File: src/rtl/stall_ctrl_pkg.sv
// stall_ctrl_pkg: stall vector constants, execute-op kind codes and FSM states shared by the stall controller.
package stall_ctrl_pkg;
   localparam int STALL_W = 6;
   localparam logic [STALL_W-1:0] STALL_NONE = 6'b000000;
   localparam logic [STALL_W-1:0] STALL_ID   = 6'b000111;
   localparam logic [STALL_W-1:0] STALL_EX   = 6'b001111;
   localparam logic [1:0] KIND_NONE = 2'b00;
   localparam logic [1:0] KIND_MADD = 2'b01;
   localparam logic [1:0] KIND_DIV  = 2'b10;
   typedef enum logic [1:0] {ST_IDLE = 2'd0, ST_BUSY = 2'd1, ST_DONE = 2'd2} state_t;
   function automatic logic kind_valid(input logic [1:0] k);
      return k == KIND_MADD || k == KIND_DIV;
   endfunction
endpackage

File: src/rtl/stall_cnt.sv
// stall_cnt: loadable countdown counter that holds at zero, with clear and zero flag.
module stall_cnt #(
   parameter int W = 6
) (
   input  logic         clk,
   input  logic         rst,
   input  logic         clr,
   input  logic         load,
   input  logic         dec,
   input  logic [W-1:0] load_val,
   output logic         zero
);
   logic [W-1:0] cnt;
   always_ff @(posedge clk or negedge rst)
      if (!rst) cnt <= '0;
      else if (clr) cnt <= '0;
      else if (load) cnt <= load_val;
      else if (dec && cnt != '0) cnt <= cnt - 1'b1;
   assign zero = cnt == '0;
endmodule

File: src/rtl/stall_ctrl.sv
// stall_ctrl: pipeline stall/flush controller merging load-use stalls with self-timed multi-cycle execute ops.
// Optional perf counters enabled by defining STALL_CTRL_PERF_EN.
module stall_ctrl
   import stall_ctrl_pkg::*;
#(
   parameter int MADD_CYCLES = 2,
   parameter int DIV_CYCLES  = 32,
   parameter int CNT_W       = 6
) (
   input  logic               clk,
   input  logic               rst,
   input  logic               stallreq_id_i,
   input  logic               ex_start_i,
   input  logic [1:0]         ex_kind_i,
   input  logic               flush_i,
   output logic [STALL_W-1:0] stall_o,
   output logic               ex_done_o,
   output logic               flush_o,
   output logic               busy_o,
   output logic [31:0]        perf_id_cnt_o,
   output logic [31:0]        perf_ex_cnt_o
);
   state_t state, state_nx;
   logic ex_req, load, dec, zero, done_nx;
   logic [CNT_W-1:0] load_val;
   assign ex_req   = ex_start_i && kind_valid(ex_kind_i);
   assign load_val = (ex_kind_i == KIND_DIV) ? CNT_W'(DIV_CYCLES - 1) : CNT_W'(MADD_CYCLES - 1);
   stall_cnt #(.W(CNT_W)) u_cnt (
      .clk      (clk),
      .rst      (rst),
      .clr      (flush_i),
      .load     (load),
      .dec      (dec),
      .load_val (load_val),
      .zero     (zero)
   );
   always_comb begin
      state_nx = state;
      load     = 1'b0;
      dec      = 1'b0;
      done_nx  = 1'b0;
      case (state)
         ST_IDLE: if (ex_req) begin
            load     = 1'b1;
            state_nx = ST_BUSY;
         end
         ST_BUSY: begin
            dec      = 1'b1;
            state_nx = zero ? ST_DONE : ST_BUSY;
            done_nx  = zero;
         end
         default: state_nx = ST_IDLE;
      endcase
      if (flush_i) begin
         state_nx = ST_IDLE;
         load     = 1'b0;
         done_nx  = 1'b0;
      end
   end
   always_ff @(posedge clk or negedge rst)
      if (!rst) begin
         state     <= ST_IDLE;
         ex_done_o <= 1'b0;
      end else begin
         state     <= state_nx;
         ex_done_o <= done_nx;
      end
   // Combinational outputs are gated by reset so they read zero while rst is low.
   assign stall_o = (!rst || flush_i) ? STALL_NONE :
                    (state == ST_BUSY || (state == ST_IDLE && ex_req)) ? STALL_EX :
                    stallreq_id_i ? STALL_ID : STALL_NONE;
   assign flush_o = rst && flush_i;
   assign busy_o  = rst && state != ST_IDLE;
`ifdef STALL_CTRL_PERF_EN
   logic [31:0] id_cnt, ex_cnt;
   always_ff @(posedge clk or negedge rst)
      if (!rst) begin
         id_cnt <= '0;
         ex_cnt <= '0;
      end else begin
         if (stall_o == STALL_ID && id_cnt != 32'hFFFF_FFFF) id_cnt <= id_cnt + 1'b1;
         if (stall_o == STALL_EX && ex_cnt != 32'hFFFF_FFFF) ex_cnt <= ex_cnt + 1'b1;
      end
   assign perf_id_cnt_o = id_cnt;
   assign perf_ex_cnt_o = ex_cnt;
`else
   assign perf_id_cnt_o = '0;
   assign perf_ex_cnt_o = '0;
`endif
endmodule

File: config.mk
export PLATFORM = sky130hd
export DESIGN_NAME = stall_ctrl
export DESIGN_NICKNAME = d
export VERILOG_FILES = /design/src/rtl/stall_ctrl_pkg.sv /design/src/rtl/stall_cnt.sv /design/src/rtl/stall_ctrl.sv
export SDC_FILE = /design/constraint.sdc
export NUM_CORES = 1
export LEC_CHECK = 0
export CELL_PAD_IN_SITES_DETAIL_PLACEMENT = 1
export CELL_PAD_IN_SITES_GLOBAL_PLACEMENT = 2
export CORE_MARGIN = 4
export CORE_UTILIZATION = 18
export CTS_CLUSTER_SIZE = 14
export DETAILED_ROUTE_END_ITERATION = 8
export PLACE_DENSITY = 0.83
export RECOVER_POWER = 100
export SYNTH_ARGS = -nofsm -noshare
export SYNTH_HDL_FRONTEND = slang
export SYNTH_SLANG_ARGS = --single-unit
File: constraint.sdc
create_clock -name clk -period 4.4 [get_ports clk]
set_input_delay 0.44 -clock clk [delete_from_list [all_inputs] [get_ports clk]]
set_output_delay 0.44 -clock clk [all_outputs]
set_load 0.1 [all_outputs]
==> flow_summary.toml, run 1 <==
[clock_tree]
clock_sinks = 9
cts_tree = "yes"
cts_resized = 0
clock_path_buffers = 2
root_buffer = "clkbuf_8"
cts_made_buffers = 3
cts_hold_buf = 0
htreeDepth = 1
post-cts-setup-buffer-count = 0
clock_latency_ns = 0.23
clkSlewWorstSetupHoldPaths_ns = 0.04

[global_route]
antenna_found_initial = 0
grt_pass1_wl_mm = 3.16
grt.overflow.total = 0
grt_usage = 0.0538
grt_pass1_vias = 655
grt_max_degree = 13

[critical_path]
r2r-start = "state[1]"
crit_type = "input pin to output pin"
crit_slowest_cell = "clkbuf_1"
required_ns = 3.96
worst-path-buf-inv = 3
r2r_cells = 4
worst-path-max-fanout = 7
cp-end-kind = "output pin"
rrSetupSlack_ns = 2.33
startpoint = "ex_kind_i[0]"
cp-start-kind = "input pin"
regToRegEndpoint = "u_cnt.cnt[5]"
cp_cell_sequence = "dlygate4sd3_1, inv_1, ha_1, nor2b_1, nand2_1, a31oi_1, clkbuf_1"
slowest_delay_ns = 0.91
cp_top_family = "buffers and inverters"
path_depth = 7
critPathArrivalTime_ns = 3.09
crit_path_end = "stall_o[1]"

[timing]
rsz0062_at_grt = "false"
setup_viol = 0
clock.fmax_ghz = 0.283
hold_viol = 0
period_needed_ns = 3.53
final.setup.worst_slack_ns = 0.869
setup_tns_ns = 0
slew_headroom = 0.219
tightest_slew_ns = 1.18
drv_slew = 0
min_period_over_period = 0.803
clock_skew_ns = 0.00241

[final_layout]
synthToLayoutAreaGrowth_pct = -3.48
drive_gt1_frac = 0.0420
nets = 154
antenna_cells = 0

[synthesis]
synth_top_area_cell = "buf_4"
ys_types = 28
synth_seq_area_share = 0.209
synthAdderAreaFrac = 0.0348
yosysWarnings = 0
synth_cells = 130
synthTopCellsByArea = "buf_4 (47%), dfrtp_1 (21%), ha_1 (3.5%)"
synth_compound_area_frac = 0.0859
synthXorXnorAreaFrac = 0
synthMuxAreaShare = 0.0186
ys_seq_elements = 9
yosysTopAreaCellShare = 0.474
synth_top_family_by_area = "buffers and inverters"
yosys.area_share.simple = 0.146
syn-cell-area_mm2 = 0.00108
synth.avg_cell_area_um2 = 8.29

[floorplanning]
start_util = 0.191
row_count = 27
die_w_um = 85.4
die_area_mm2 = 0.00729
die_h_um = 85.4
fp.coreArea_mm2 = 0.00564
pin_count = 80

[placement]
place_hpwl_mm = 1.74
dp_slack_ns = 1.48
port_buffers = 13
gp_congestion = 0.717

[pwr]
combinationalPowerShare = 0.638
seq_power_share = 0.187
p_sw_uw = 361
cellLeakagePower_uw = 0.000514
swShare = 0.657
p_clk_frac = 0.174
vdd_drop_max_uv = 112
p_int_uw = 188
power.density_mw_per_mm2 = 527

[drt]
wl_mm = 2.10
routedWlPerCell_um = 9.77
postRouteAntennaNets = 0
viasPerCell = 3.15
num_vias = 677
drtIter0Drc = 44
drt-pass1-iter-count = 3
drcViolationCount = 0

[worst_hold_path]
holdCritPathClass = "register to register"

[job]
drv_cap = 0

[status]
status = "finished, final reports clean"
registers in the layout (all words and copies together) (netlist names):
register / count
u_cnt.cnt: 6
state: 2
ex_done_o: 1
layout by cell type, fill, tap and decap left out, types with 2 or more instances in the layout:
master	synthesis	final
a21oi_1	3	3
a31oi_1	5	5
clkbuf_1	2	6
clkbuf_8	0	3
clkdlybuf4s50_1	0	4
conb_1	1	66
dfrtp_1	9	9
dlygate4sd3_1	0	5
ha_1	3	3
inv_1	6	6
mux2i_1	2	2
nand2_1	3	3
nand2b_1	1	2
nor2_1	5	5
nor2b_1	2	2
nor3_1	2	2
nor3b_1	3	3
or3_2	2	2
Yosys cell counts:
| cell | n |
|---|---|
| a2111oi_0 | 1 |
| a21oi_1 | 3 |
| a221oi_1 | 1 |
| a31oi_1 | 5 |
| and2_1 | 2 |
| buf_4 | 68 |
| clkbuf_1 | 2 |
| conb_1 | 1 |
| dfrtp_1 | 9 |
| ha_1 | 3 |
| inv_1 | 6 |
| mux2i_1 | 2 |
| nand2_1 | 3 |
| nand2b_1 | 1 |
| nand2b_4 | 1 |
| nand3b_1 | 1 |
| nor2_1 | 5 |
| nor2b_1 | 2 |
| nor3_1 | 2 |
| nor3b_1 | 3 |
| o21ai_0 | 1 |
| o21bai_1 | 1 |
| o31ai_1 | 1 |
| o32ai_1 | 1 |
| or3_1 | 1 |
| or3_2 | 2 |
| or4_4 | 1 |
| or4b_1 | 1 |
logic make-up (layout without fill, tap and decap cells):
| kind of cell | after synthesis | in the layout |
|---|---|---|
| compound gates | 14 | 14 |
| other cells | 1 | 66 |
| mux | 2 | 2 |
| flops | 9 | 9 |
| fa+ha+maj | 3 | 3 |
| buf+inv | 76 | 24 |
| simple gates | 25 | 25 |
cell type report:
type | instances | area (um2)
multi-input combinational | 110 | 548
timing repair buffer | 14 | 109
fill | 683 | 4600
tap | 72 | 90.1
clock buffer | 4 | 45.0
inverter | 6 | 22.5
sequential | 9 | 225
worst min path at each step:
stage / slack [ns] / cells after the start / to / startpoint
after floorplan: 0.14 / 0 / ex_done_o / rst
after global placement: 0.55 / 1 / state[0] / state[1]
after detailed placement: 0.55 / 1 / state[0] / state[1]
after CTS: 0.51 / 2 / u_cnt.cnt[4] / rst
after global routing: 0.59 / 1 / state[0] / state[1]
final: 0.56 / 1 / state[0] / state[1]
layer usage:
layer,GRT usage,routed length (um),vias up,share of wire
met4,0.0129,19,0,0.0090
li1,-,-,318,-
met5,0,0,-,0
met1,0.0616,735,319,0.35
met3,0.0214,168,2,0.080
met2,0.0932,1180,38,0.56
power groups by stage:
stage          sequential (uW)  combinational, uW  clock (uW)
2_1_floorplan              105                370           0
3_5_place_dp               104                354           0
5_1_grt                    104                364         102
6_report                   103                350        95.6
3_3_place_gp               104                352           0
4_1_cts                    103                355        99.5
through the flow:
| stage | power, uW | util | hold slack [ns] | instance area, um2 | instances |
|---|---|---|---|---|---|
| after CTS | 557 | 0.189 | 0.515 | 1070 | 215 |
| final | 548 | 0.184 | 0.558 | 1040 | 215 |
| after floorplan | 475 | - | 0.144 | 1320 | 195 |
| after global placement | 456 | 0.181 | 0.552 | 1020 | 211 |
| after detailed placement | 458 | 0.181 | 0.553 | 1020 | 211 |
| after global routing | 571 | 0.184 | 0.592 | 1040 | 215 |
Power figures use the tool's default switching activity.
==> run 2: changes to the inputs <==
--- a/config.mk
+++ b/config.mk
@@ -8,10 +8,10 @@
 export CELL_PAD_IN_SITES_DETAIL_PLACEMENT = 1
 export CELL_PAD_IN_SITES_GLOBAL_PLACEMENT = 2
 export CORE_MARGIN = 4
-export CORE_UTILIZATION = 18
+export CORE_UTILIZATION = 15
 export CTS_CLUSTER_SIZE = 14
 export DETAILED_ROUTE_END_ITERATION = 8
-export PLACE_DENSITY = 0.83
+export PLACE_DENSITY = 0.74
 export RECOVER_POWER = 100
 export SYNTH_ARGS = -nofsm -noshare
 export SYNTH_HDL_FRONTEND = slang
==> constraint.sdc (replaced) <==
create_clock -name clk -period 3 [get_ports clk]
set_input_delay 0.3 -clock clk [delete_from_list [all_inputs] [get_ports clk]]
set_output_delay 0.3 -clock clk [all_outputs]
set_load 0.1 [all_outputs]
==> run 2 against run 1 <==
Clock power grew 49%. Global-route usage shrank 0.60 points. Die area grew 18%. Routed wire length grew 0.52%. Power grew 49%. Combinational power grew 50%. Count of clock-buffer cells in the layout shrank 1. Critical path depth is the same. Register-to-register slack lost 1.4 ns. Worst hold slack gained 0.0043 ns. Final area grew 7.3%. Flip-flop and latch count is the same. Largest cell class unchanged. Highest routed layer unchanged.
==> flow_summary.toml, run 2 (synthesis results as in run 1) <==
[status]
status = "finished, final reports clean"

[pwr]
p_sw_uw = 534
seq_power_share = 0.183
p_clk_frac = 0.174
vdd_drop_max_uv = 153
cellLeakagePower_uw = 0.000540
combinationalPowerShare = 0.643
finalPower_uw = 817
power.density_mw_per_mm2 = 732
p_int_uw = 283
swShare = 0.654

[job]
drv_cap = 0

[timing]
clock.fmax_ghz = 0.391
hold_viol = 0
setup_tns_ns = 0
drv_slew = 0
rsz0062_at_grt = "false"
period_needed_ns = 2.55
min_period_over_period = 0.851
slew_headroom = 0.212
tightest_slew_ns = 1.19
setup_viol = 0
clock_skew_ns = 0.00402

[critical_path]
critPathArrivalTime_ns = 2.25
cp-start-kind = "input pin"
crit_type = "input pin to output pin"
worst-path-max-fanout = 3
required_ns = 2.70
cp-end-kind = "output pin"

[drt]
drcViolationCount = 0
viasPerCell = 2.88
postRouteAntennaNets = 0
routedWlPerCell_um = 8.76
drtIter0Drc = 33
wl_mm = 2.11
num_vias = 694
drt-pass1-iter-count = 2

[global_route]
grt.overflow.total = 0
antenna_found_initial = 0
top_usage_layer = "met2"
grt.met1_usage = 0.0480
grt_pass1_wl_mm = 3.17
grt_pass1_vias = 658
grt_usage = 0.0478
grt_max_degree = 12
gr-usage-met3 = 0.0195
met2_usage = 0.0876

[clock_tree]
clock_sinks = 9
clock_latency_ns = 0.24
cts_hold_buf = 0
clkSlewWorstSetupHoldPaths_ns = 0.05
cts_resized = 0
cts_made_buffers = 3
post-cts-setup-buffer-count = 0
clock_path_buffers = 2
htreeDepth = 1
cts_tree = "yes"
root_buffer = "clkbuf_8"

[floorplanning]
die_area_mm2 = 0.00860
fp.coreArea_mm2 = 0.00687
die_w_um = 92.7
die_h_um = 92.7
row_count = 30
start_util = 0.157
pin_count = 80

[final_layout]
largest_register_ff_count = 6
drive_gt1_frac = 0.0966
synthToLayoutAreaGrowth_pct = 3.60
final_area_mm2 = 0.00112
antenna_cells = 0
regMostFlops = "u_cnt.cnt"
mostFrequentLayoutCells = "conb_1 (66), dfrtp_1 (9), inv_1 (6)"
reg_top3 = "u_cnt.cnt x6, state x2, ex_done_o x1"
nets = 156
final_common_cell = "conb_1"

[worst_hold_path]
holdCritPathClass = "register to register"

[placement]
gp_congestion = 0.739
place_hpwl_mm = 1.78
dpl_cell_area_mm2 = 0.00111
port_buffers = 13
run 2: final timing paths:
path                              start           end  slack, ns  depth (start not counted)
min reg2reg                    state[1]      state[0]       0.56                          1
min in group asynchronous           rst      state[0]       0.64                          2
min                            state[1]      state[0]       0.56                          1
max reg2reg                    state[1]  u_cnt.cnt[5]       0.95                          4
max                        ex_kind_i[0]    stall_o[2]       0.45                          7
max in group asynchronous           rst  u_cnt.cnt[3]       1.99                          2
run 2: final cells by class:
cell class	count	area [um2]
fillers	825	5750
multi-input cells	110	548
flip-flops and latches	9	225
repair buffers	16	154
well taps	96	120
clock buffers	3	41.3
inverters	6	22.5
clock inverters	1	5.00
run 2: metal layers:
metal	vias up	share of wire
met5	-	0
met4	0	0.013
met3	4	0.099
met2	40	0.54
met1	326	0.34
li1	324	-
run 2: power groups by stage:
stage	Sequential [uW]	Clock, uW	Combinational [uW]
finish	149	142	525
global route	153	157	547
CTS	150	148	535
detailed placement	152	0	533
global placement	152	0	531
floorplan	154	0	544
run 2: stage by stage:
| stage | setup WS (ns) | hold WS (ns) | cells | utilization |
|---|---|---|---|---|
| after floorplan | 0.154 | 0.00441 | 195 | - |
| after detailed placement | 0.605 | 0.556 | 237 | 0.162 |
| final | 0.446 | 0.562 | 241 | 0.162 |
| after global routing | 0.301 | 0.591 | 241 | 0.162 |
| after global placement | 0.626 | 0.536 | 237 | 0.162 |
| after CTS | 0.610 | 0.447 | 241 | 0.169 |
run 2: critical path, cell delays in order:
cell and delay [ns]:
clkdlybuf4s50_1 0.45, inv_1 0.04, ha_1 0.27, nor2b_1 0.18, nand2_1 0.11, a31oi_1 0.64
buf_12 0.26
==> run 3: changes to the inputs <==
--- a/config.mk
+++ b/config.mk
@@ -8,11 +8,12 @@
 export CELL_PAD_IN_SITES_DETAIL_PLACEMENT = 1
 export CELL_PAD_IN_SITES_GLOBAL_PLACEMENT = 2
 export CORE_MARGIN = 4
-export CORE_UTILIZATION = 15
+export CORE_UTILIZATION = 17
 export CTS_CLUSTER_SIZE = 14
 export DETAILED_ROUTE_END_ITERATION = 8
-export PLACE_DENSITY = 0.74
+export PLACE_DENSITY = 0.78
 export RECOVER_POWER = 100
 export SYNTH_ARGS = -nofsm -noshare
 export SYNTH_HDL_FRONTEND = slang
+export SYNTH_HIERARCHICAL = 1
 export SYNTH_SLANG_ARGS = --single-unit
==> constraint.sdc (replaced) <==
create_clock -name clk -period 3 [get_ports clk]
set_input_delay 0.3 -clock clk [delete_from_list [all_inputs] [get_ports clk]]
set_output_delay 0.3 -clock clk [all_outputs]
set_load 0.005 [all_outputs]
==> run 3 against run 2 <==
Worst hold slack better by 0.045 ns. Fmax is 4.6% lower. Via count is 15% higher. Synthesized area is 12% higher. Register-to-register slack better by 0.09 ns. Setup slack worse by 0.12 ns. Sequential share of layout area is 1.6 points lower. Non-clock buffer count stayed put. Combinational power is 62% lower. Flip-flop and latch count stayed put. Final area is 8.9% higher.
==> flow_summary.toml, run 3 <==
[clock_tree]
htreeDepth = 1
clkSlewWorstSetupHoldPaths_ns = 0.05
clock_latency_ns = 0.24
root_buffer = "clkbuf_8"
cts_made_buffers = 3
clock_sinks = 9
cts_resized = 0
post-cts-setup-buffer-count = 0
cts_tree = "yes"
cts_hold_buf = 0
clock_path_buffers = 2

[critical_path]
cp-start-kind = "input pin"
worst-path-max-fanout = 4
cp-end-kind = "output pin"
crit_type = "input pin to output pin"
required_ns = 2.70
critPathArrivalTime_ns = 2.38

[synthesis]
synth.avg_cell_area_um2 = 8.32
ys_seq_elements = 9
async_reset_ff_frac = 1.00
yosysTopAreaCellShare = 0.429
yosys-top-cells-count = "buf_4 (69), nor2_1 (11), dfrtp_1 (9), inv_1 (9)"
synthMuxAreaShare = 0
yosys.area_share.simple = 0.163
yosysWarnings = 6
synth_edf_count = 0
ys_types = 35
synth_seq_area_share = 0.187
synthAdderAreaFrac = 0.0311
syn-cell-area_mm2 = 0.00121
synth.most_common_cell = "buf_4"
synth_top_family_by_area = "buffers and inverters"
synthTopCellsByArea = "buf_4 (43%), dfrtp_1 (19%), nor2_1 (3.4%)"
synth_flop_cell = "dfrtp_1"
synth_top_area_cell = "buf_4"
synth_cells = 145
synth_compound_area_frac = 0.146
synthXorXnorAreaFrac = 0

[worst_hold_path]
holdCritPathClass = "register to register"

[drt]
postRouteAntennaNets = 0
viasPerCell = 3.11
drcViolationCount = 0
routedWlPerCell_um = 9.49
wl_mm = 2.44
num_vias = 799
drt-pass1-iter-count = 2
drtIter0Drc = 33

[timing]
rsz0062_at_grt = "false"
hold_viol = 0
min_period_over_period = 0.892
period_needed_ns = 2.68
tightest_slew_ns = 0.571
clock_skew_ns = 0.000622
setup_tns_ns = 0
slew_headroom = 0.616
setup_viol = 0
clock.fmax_ghz = 0.374
drv_slew = 0

[final_layout]
final_common_cell = "conb_1"
reg_top3 = "u_cnt/cnt x6, state x2, ex_done_o x1"
antenna_cells = 0
regMostFlops = "u_cnt/cnt"
drive_gt1_frac = 0.0683
mostFrequentLayoutCells = "conb_1 (68), nor2_1 (11), inv_1 (9), dfrtp_1 (9), clkdlybuf4s50_1 (7)"
synthToLayoutAreaGrowth_pct = 0.727
nets = 172
final_core_util = 0.178
largest_register_ff_count = 6
n_fill_cell = 869

[placement]
port_buffers = 13
gp_congestion = 0.675
place_hpwl_mm = 2.01

[floorplanning]
row_count = 30
die_area_mm2 = 0.00851
pin_count = 80
start_util = 0.177
die_w_um = 92.2
fp.coreArea_mm2 = 0.00683
die_h_um = 92.2

[global_route]
grt_max_degree = 13
grt_pass1_vias = 783
grt_usage = 0.0572
grt.overflow.total = 0
antenna_found_initial = 0
grt_pass1_wl_mm = 3.86

[pwr]
cellLeakagePower_uw = 0.000584
vdd_drop_max_uv = 108
power.density_mw_per_mm2 = 424
finalPower_uw = 515

[status]
status = "finished, final reports clean"

[job]
drv_cap = 0
-- run 3: cell count changes after synthesis, sizes merged, moves of 2 or more --
cell,before,now
nand3,0,3
mux2i,2,0
inv,6,9
clkbuf,2,0
or3,3,1
a211o,0,2
nor3b,3,1
buf,68,70
a31oi,5,0
a311oi,0,2
nor2,5,11
-- run 3: critical path, stage by stage --
cell and delay (ns):
dlygate4sd3_1 0.52, inv_1 0.04, ha_1 0.27, nand2b_1 0.22, a2111oi_2 0.43, clkdlybuf4s50_1 0.58
-- run 3: final timing paths --
check | start | cells past startpoint | slack (ns) | end
worst max-delay path | ex_kind_i[0] | 6 | 0.32 | stall_o[1]
min in group asynchronous | rst | 2 | 0.63 | u_cnt/cnt[3]
worst min-delay path | u_cnt/cnt[1] | 2 | 0.61 | u_cnt/cnt[1]
max in group asynchronous | rst | 2 | 2.01 | u_cnt/cnt[5]
worst min register to register | u_cnt/cnt[1] | 2 | 0.61 | u_cnt/cnt[1]
worst max register to register | state[0] | 5 | 1.04 | u_cnt/cnt[3]
-- run 3: area by class of cell --
cell class,instances,area [um2],share of cell area
Timing Repair Buffer,16,145,0.119
Inverter,9,33.8,0.0278
Sequential cell,9,225,0.185
Multi-Input combinational cell,123,646,0.531
Tap cell,96,120,0.0989
Clock buffer,4,45.0,0.0371
-- run 3: cells by family after synthesis --
| logic type | Yosys count |
|---|---|
| buffers and inverters | 79 |
| AOI/OAI and AO/OA | 19 |
| other | 2 |
| DFF | 9 |
| and+or+nand+nor | 33 |
| adders and majority gates | 3 |
-- run 3: per-layer routing --
layer	track usage	wire [um]	vias up
li1	-	-	380
met5	0	0	-
met1	0.0640	911	373
met3	0.0131	225	5
met2	0.0931	1230	41
met4	0.0446	70	0
-- run 3: where the power goes --
group          internal [uW]  switching, uW
Sequential               140           23.9
Clock                   93.3           55.7
Combinational           80.0            122
Total                    314            201
-- run 3: metrics by stage --
step                      cell area (um2)  hold WS, ns  setup slack [ns]  cells
after floorplan                      1450      0.00441              1.32    211
after CTS                            1240        0.450             0.507    257
after detailed placement             1200        0.605             0.507    253
after global placement               1200        0.585             0.525    253
final                                1210        0.607             0.323    257
after global routing                 1210        0.651             0.232    257
